$ cat src/rtl/cv32e40s_rvfi_ifetch_tracker.sv
// rtl/cv32e40s_rvfi_ifetch_tracker.sv - in-order instruction fetch tracker feeding the RVFI instruction packer
// Optional fetch statistics outputs are enabled by defining CV32E40S_RVFI_IFETCH_STATS_EN.
module cv32e40s_rvfi_ifetch_tracker #(
  parameter int DEPTH      = 4,
  parameter int ADDR_WIDTH = 32
) (
  input  logic                  clk,
  input  logic                  rst_n,
  input  logic                  obi_req_i,
  input  logic                  obi_gnt_i,
  input  logic [ADDR_WIDTH-1:0] obi_addr_i,
  input  logic [2:0]            obi_prot_i,
  input  logic [1:0]            obi_memtype_i,
  input  logic                  obi_rvalid_i,
  input  logic [31:0]           obi_rdata_i,
  input  logic                  obi_err_i,
  input  logic                  pmp_blk_i,
  input  logic [ADDR_WIDTH-1:0] pmp_addr_i,
  input  logic                  kill_i,
  output logic                  out_valid_o,
  input  logic                  out_ready_i,
  output logic [ADDR_WIDTH-1:0] out_addr_o,
  output logic [2:0]            out_prot_o,
  output logic [1:0]            out_memtype_o,
  output logic [31:0]           out_rdata_o,
  output logic                  out_err_o,
  output logic                  out_pmp_err_o,
`ifdef CV32E40S_RVFI_IFETCH_STATS_EN
  output logic                  proto_err_o,
  output logic [31:0]           stat_fetch_o,
  output logic [31:0]           stat_err_o,
  output logic [31:0]           stat_kill_drop_o
`else
  output logic                  proto_err_o
`endif
);

  localparam int PW = $clog2(DEPTH);
  localparam int CW = PW + 1;

  logic [ADDR_WIDTH-1:0] addr_q    [DEPTH];
  logic [2:0]            prot_q    [DEPTH];
  logic [1:0]            memtype_q [DEPTH];
  logic [31:0]           rdata_q   [DEPTH];
  logic [DEPTH-1:0]      err_q;
  logic [DEPTH-1:0]      pmp_q;
  logic [DEPTH-1:0]      done_q;

  logic [PW-1:0] alloc_ptr_q, alloc_ptr_d;
  logic [PW-1:0] pop_ptr_q, pop_ptr_d;
  logic [PW-1:0] resp_ptr;
  logic          resp_found;
  logic [CW-1:0] cnt_q, cnt_d;
  logic [CW-1:0] inflight_q, inflight_d;
  logic [CW-1:0] discard_q, discard_d;
  logic          proto_err_q, proto_err_d;

  logic gnt_fire, full, alloc_bus, alloc_pmp, alloc;
  logic rsp_discard, rsp_store, rsp_orphan;
  logic head_valid, pop;

  assign gnt_fire    = obi_req_i & obi_gnt_i;
  assign full        = (cnt_q == CW'(DEPTH));
  assign alloc_bus   = gnt_fire & ~full & ~kill_i;
  assign alloc_pmp   = pmp_blk_i & ~gnt_fire & ~full & ~kill_i;
  assign alloc       = alloc_bus | alloc_pmp;
  assign rsp_discard = obi_rvalid_i & (discard_q != '0);
  assign rsp_store   = obi_rvalid_i & (discard_q == '0) & (inflight_q != '0);
  assign rsp_orphan  = obi_rvalid_i & (discard_q == '0) & (inflight_q == '0);
  assign head_valid  = (cnt_q != '0) & done_q[pop_ptr_q];
  assign pop         = head_valid & out_ready_i;

  // Oldest live bus entry still waiting for data; PMP entries are born complete and skipped.
  always_comb begin
    resp_ptr   = pop_ptr_q;
    resp_found = 1'b0;
    for (int i = 0; i < DEPTH; i++) begin
      if (!resp_found && (CW'(i) < cnt_q) &&
          !pmp_q[pop_ptr_q + PW'(i)] && !done_q[pop_ptr_q + PW'(i)]) begin
        resp_found = 1'b1;
        resp_ptr   = pop_ptr_q + PW'(i);
      end
    end
  end

  always_comb begin
    alloc_ptr_d = alloc_ptr_q + PW'(alloc);
    pop_ptr_d   = pop_ptr_q + PW'(pop);
    cnt_d       = cnt_q + CW'(alloc) - CW'(pop);
    inflight_d  = inflight_q + CW'(alloc_bus) - CW'(rsp_store);
    discard_d   = discard_q - CW'(rsp_discard);
    proto_err_d = proto_err_q | (gnt_fire & pmp_blk_i) |
                  ((gnt_fire | pmp_blk_i) & full) | rsp_orphan;
    // A kill turns every outstanding bus request, including one granted now, into a response to drop.
    if (kill_i) begin
      alloc_ptr_d = '0;
      pop_ptr_d   = '0;
      cnt_d       = '0;
      inflight_d  = '0;
      discard_d   = discard_q + inflight_q + CW'(gnt_fire) - CW'(rsp_discard | rsp_store);
    end
  end

  always_ff @(posedge clk) begin
    if (!rst_n) begin
      alloc_ptr_q <= '0;
      pop_ptr_q   <= '0;
      cnt_q       <= '0;
      inflight_q  <= '0;
      discard_q   <= '0;
      proto_err_q <= 1'b0;
      err_q       <= '0;
      pmp_q       <= '0;
      done_q      <= '0;
      for (int i = 0; i < DEPTH; i++) begin
        addr_q[i]    <= '0;
        prot_q[i]    <= '0;
        memtype_q[i] <= '0;
        rdata_q[i]   <= '0;
      end
    end else begin
      alloc_ptr_q <= alloc_ptr_d;
      pop_ptr_q   <= pop_ptr_d;
      cnt_q       <= cnt_d;
      inflight_q  <= inflight_d;
      discard_q   <= discard_d;
      proto_err_q <= proto_err_d;
      if (alloc_bus) begin
        addr_q[alloc_ptr_q]    <= obi_addr_i;
        prot_q[alloc_ptr_q]    <= obi_prot_i;
        memtype_q[alloc_ptr_q] <= obi_memtype_i;
        rdata_q[alloc_ptr_q]   <= '0;
        err_q[alloc_ptr_q]     <= 1'b0;
        pmp_q[alloc_ptr_q]     <= 1'b0;
        done_q[alloc_ptr_q]    <= 1'b0;
      end else if (alloc_pmp) begin
        addr_q[alloc_ptr_q]    <= pmp_addr_i;
        prot_q[alloc_ptr_q]    <= '0;
        memtype_q[alloc_ptr_q] <= '0;
        rdata_q[alloc_ptr_q]   <= '0;
        err_q[alloc_ptr_q]     <= 1'b0;
        pmp_q[alloc_ptr_q]     <= 1'b1;
        done_q[alloc_ptr_q]    <= 1'b1;
      end
      if (rsp_store && resp_found) begin
        rdata_q[resp_ptr] <= obi_rdata_i;
        err_q[resp_ptr]   <= obi_err_i;
        done_q[resp_ptr]  <= 1'b1;
      end
    end
  end

  assign out_valid_o   = head_valid;
  assign out_addr_o    = head_valid ? addr_q[pop_ptr_q]    : '0;
  assign out_prot_o    = head_valid ? prot_q[pop_ptr_q]    : '0;
  assign out_memtype_o = head_valid ? memtype_q[pop_ptr_q] : '0;
  assign out_rdata_o   = head_valid ? rdata_q[pop_ptr_q]   : '0;
  assign out_err_o     = head_valid & err_q[pop_ptr_q];
  assign out_pmp_err_o = head_valid & pmp_q[pop_ptr_q];
  assign proto_err_o   = proto_err_q;

`ifdef CV32E40S_RVFI_IFETCH_STATS_EN
  logic [31:0] stat_fetch_q, stat_err_q, stat_kill_drop_q;

  always_ff @(posedge clk) begin
    if (!rst_n) begin
      stat_fetch_q     <= '0;
      stat_err_q       <= '0;
      stat_kill_drop_q <= '0;
    end else begin
      if (pop && (stat_fetch_q != '1)) stat_fetch_q <= stat_fetch_q + 32'd1;
      if (pop && (err_q[pop_ptr_q] | pmp_q[pop_ptr_q]) && (stat_err_q != '1))
        stat_err_q <= stat_err_q + 32'd1;
      if (rsp_discard && (stat_kill_drop_q != '1)) stat_kill_drop_q <= stat_kill_drop_q + 32'd1;
    end
  end

  assign stat_fetch_o     = stat_fetch_q;
  assign stat_err_o       = stat_err_q;
  assign stat_kill_drop_o = stat_kill_drop_q;
`endif

endmodule
$ cat config.mk
export PLATFORM = sky130hd
export DESIGN_NAME = cv32e40s_rvfi_ifetch_tracker
export DESIGN_NICKNAME = d
export VERILOG_FILES = /design/src/rtl/cv32e40s_rvfi_ifetch_tracker.sv
export SDC_FILE = /design/constraint.sdc
export NUM_CORES = 1
export LEC_CHECK = 0
export ABC_AREA = 1
export CORE_UTILIZATION = 35
export DETAILED_ROUTE_END_ITERATION = 8
export SETUP_SLACK_MARGIN = 0.02
export SLEW_MARGIN = 20
export SYNTH_ARGS = -nofsm -noshare
export SYNTH_HDL_FRONTEND = slang
export SYNTH_SLANG_ARGS = --single-unit
$ cat constraint.sdc
create_clock -name clk -period 8.2 [get_ports clk]
set_input_delay 1.64 -clock clk [delete_from_list [all_inputs] [get_ports clk]]
set_output_delay 1.64 -clock clk [all_outputs]
set_load 0.1 [all_outputs]
==> reports/qor.csv <==
metric,value,unit
result of the run,"complete, no violations",
area inside the core boundary,38650,um^2
number of global-route vias before repair,9738,
Post-DRT Antenna Nets,0,
Final Setup Violations,0,
Worst Reg2Reg Path Length in Cells,13,
power density cells,204.8,nW/um^2
hold violation count in the final report,0,
leakage dissipation,0.006292,uW
Slew @ Worst Pin,1.122,ns
routed wire length,36010,um
count of port buffers added during placement,182,
Final Max Tran Viols,0,
Clk Tree Root Cell,sky130_fd_sc_hd__clkbuf_16,
Starting Density,35.47,%
"Primary FF master, synth",sky130_fd_sc_hd__edfxtp_1,
hold path cells,2,
synthesis-to-layout area growth,23.55,%
multi-input logic area,4044,um^2
min-delay worst type,reg2reg,
post-route setup TNS,0,ns
Antenna diodes,0,
maximum fanout along the worst path,49,
finished layout cell area,16940,um^2
number of rows created at floorplan,72,
grt ovf,0,
"Largest delay share family, worst path",buffers and inverters,
worst setup slack before clock tree synthesis,2.723,ns
area post-placement,15900,um^2
H-Tree Level Count,2,
1st-iter DRT viols,685,
vias after detailed routing,9973,
endpoint type of the worst setup path,primary output,
Die X,199.9,um
buffers inserted during post-CTS setup optimization,0,
"Cell Chain, Critical Path","nand2_1, inv_2, buf_4, nand2_1, a31oi_1, clkdlybuf4s50_1",
half-perimeter wire length of the detailed placement result,21900,um
number of antenna violations at the first check in global routing,0,
number of clock sinks seen by CTS,302,
Critical Path Source Type,register,
cell with the largest stage delay on the worst path,sky130_fd_sc_hd__clkdlybuf4s50_1,
final core utilization,43.83,%
"Net Count, Synth",1457,
clock slew seen by the registers of the worst setup and hold paths,0.06,ns
vertical die dimension,199.9,um
routed length per placed instance,17.78,um
worst setup path category,reg2out,
TritonCTS clock tree,yes,
Hold Slack,0.4596,ns
Yosys top cell by area,sky130_fd_sc_hd__edfxtp_1,
fill cell count,3647,
f_max,0.1671,GHz
Placer Congestion,0.8207,
total die area,39970,um^2
Final nets,1614,
max capacitance violation total,0,
worst vdd rail ir drop,0.0001086,V
area taken by flip-flops and latches,8808,um^2
arrival time of data at the critical path endpoint,4.34,ns
via-per-instance ratio,4.925,
post-cts gate resize count,0,
number of top-level pins,183,
cell types occupying the most area after synthesis,"sky130_fd_sc_hd__edfxtp_1 60%, sky130_fd_sc_hd__nand2_1 7.9%, sky130_fd_sc_hd__nor2_1 7.2%, sky130_fd_sc_hd__a22oi_1 3.8%, sky130_fd_sc_hd__dfxtp_1 3.8%",
first-pass GRT wire length,54140,um
total of flip-flops plus latches after synthesis,302,
Post-Syn Area,13710,um^2
total global-route track usage,17.90,%
hold buffers post-CTS,0,
number of cells on the critical path,6,
Synth async-reset ratio,0,%
sequential cell area fraction in the yosys report,64.25,%
synth warn,0,
Clock Skews,0.01739,ns
"Req. time, crit path",6.56,ns
syn_area_per_cell,10.30,um^2
fraction of final layout cells with drive strength greater than 1,6.835,%
Clock Tree Buf Depth,3,
setup slack after layout,2.217,ns
fraction of the cycle the final worst path needs,72.97,%
final routed DRC violation total,0,
number of distinct library cells after synthesis,33,
router iterations before antenna repair,5,
RSZ-0062 raised after global routing,no,
clock network latency to the later pin of the worst-skew pair,0.51,ns
share of the synthesized area in the top cell type,60.45,%
number of clock buffers inserted by TritonCTS,34,
worst slew margin relative to its limit,24.97,%
pin count of the biggest net entering global routing,60,
combined buffer and inverter count along the critical path,3,
number of enable-type register cells in the synthesized netlist,276,
Critical Path Most Common Cell,sky130_fd_sc_hd__nand2_1,
CP max stage delay,1.20,ns
post-layout min period,5.983,ns
post-synthesis instance total,1331,
cell usage in the layout (no fill, tap or decap), drive strengths merged:
cell / netlist / layout
o21ai: 11 / 11
a22oi: 70 / 70
inv: 127 / 127
and3: 1 / 1
nor2: 273 / 273
fa: 4 / 4
a211oi: 1 / 1
o211ai: 1 / 1
ha: 12 / 12
nor3: 2 / 2
bufinv: 0 / 2
edfxtp: 276 / 276
nor4: 1 / 1
xnor2: 7 / 7
a21oi: 41 / 41
buf: 26 / 12
dfxtp: 26 / 26
clkbuf: 47 / 40
nand4: 2 / 2
nand2: 298 / 298
clkdlybuf4s50: 0 / 182
clkinv: 3 / 16
xor2: 1 / 1
a31oi: 71 / 71
nand3: 30 / 30
logic make-up after synthesis:
| kind of cell | after synthesis | share of synthesized area (%) |
|---|---|---|
| buf+inv | 203 | 6.471 |
| simple gates | 607 | 18.01 |
| fa+ha+maj | 16 | 1.679 |
| compound gates | 195 | 9.081 |
| flops | 302 | 64.25 |
| xor+xnor | 8 | 0.5111 |
through the flow:
stage	instances	power, uW
global route	2025	3594
floorplan	1331	1956
detailed placement	1970	2077
global placement	1970	2072
finish	2025	3470
CTS	2025	3501
path summary, 6_finish.rpt:
check | startpoint | slack (ns) | end
max | pop_ptr_q[0]$_SDFF_PP0_ | 2.22 | out_rdata_o[15]
min reg2reg | err_q[2]$_SDFF_PN0_ | 0.46 | err_q[2]$_SDFF_PN0_
max reg2reg | pop_ptr_q[0]$_SDFF_PP0_ | 4.20 | rdata_q[3][16]$_SDFFCE_PN0P_
min | err_q[2]$_SDFF_PN0_ | 0.46 | err_q[2]$_SDFF_PN0_
power by group:
group | internal (uW) | switching [uW]
Clock | 841 | 588
Combinational | 99.5 | 165
Sequential | 1750 | 22.1
Total | 2690 | 775
metal layers:
layer / GRT usage, % / vias to the layer above / share of wire [%]
met5: 0 / - / 0
met4: 5.513 / 0 / 2.4
met3: 3.579 / 55 / 6.7
met2: 30.53 / 330 / 48
met1: 22.86 / 4776 / 43
li1: - / 4812 / -
registers in the layout, summed over array words and instances, names as in the netlist, named ones only:
signal       cells
addr_q         128
rdata_q        128
inflight_q       3
pop_ptr_q        2
done_q           4
memtype_q        8
cnt_q            3
alloc_ptr_q      2
proto_err_o      1
prot_q          12
discard_q        3
err_q            4
area by class of cell:
type,count,area share (%)
tap,518,3.827
clock inverter,15,0.8421
timing repair buffer,194,11.29
clock buffer,40,5.282
inverter,130,2.881
sequential,302,52.01
multi-input combinational,826,23.88
worst reg2reg max path, stage by stage, from the launching register on:
cell and delay (ns):
sky130_fd_sc_hd__dfxtp_1 0.74, sky130_fd_sc_hd__inv_2 0.25, sky130_fd_sc_hd__nand2_1 0.14, sky130_fd_sc_hd__nand2_1 0.07, sky130_fd_sc_hd__a21oi_1 0.21, sky130_fd_sc_hd__nor2_1 0.09, sky130_fd_sc_hd__nor2_2 0.13, sky130_fd_sc_hd__nand3_2 0.12
sky130_fd_sc_hd__nand2_1 0.12, sky130_fd_sc_hd__nand2_2 0.06, sky130_fd_sc_hd__nand2_4 0.13, sky130_fd_sc_hd__nor2_4 0.06, sky130_fd_sc_hd__nand2_4 0.37, sky130_fd_sc_hd__nand3_2 0.90
synthesized netlist by cell type (all sizes together), types with 11 or more instances:
master,count
ha,12
a22oi,70
edfxtp,276
o21ai,11
dfxtp,26
a21oi,41
nand3,30
inv,127
nand2,298
clkbuf,47
buf,26
nor2,273
a31oi,71
Power figures use the tool's default switching activity.
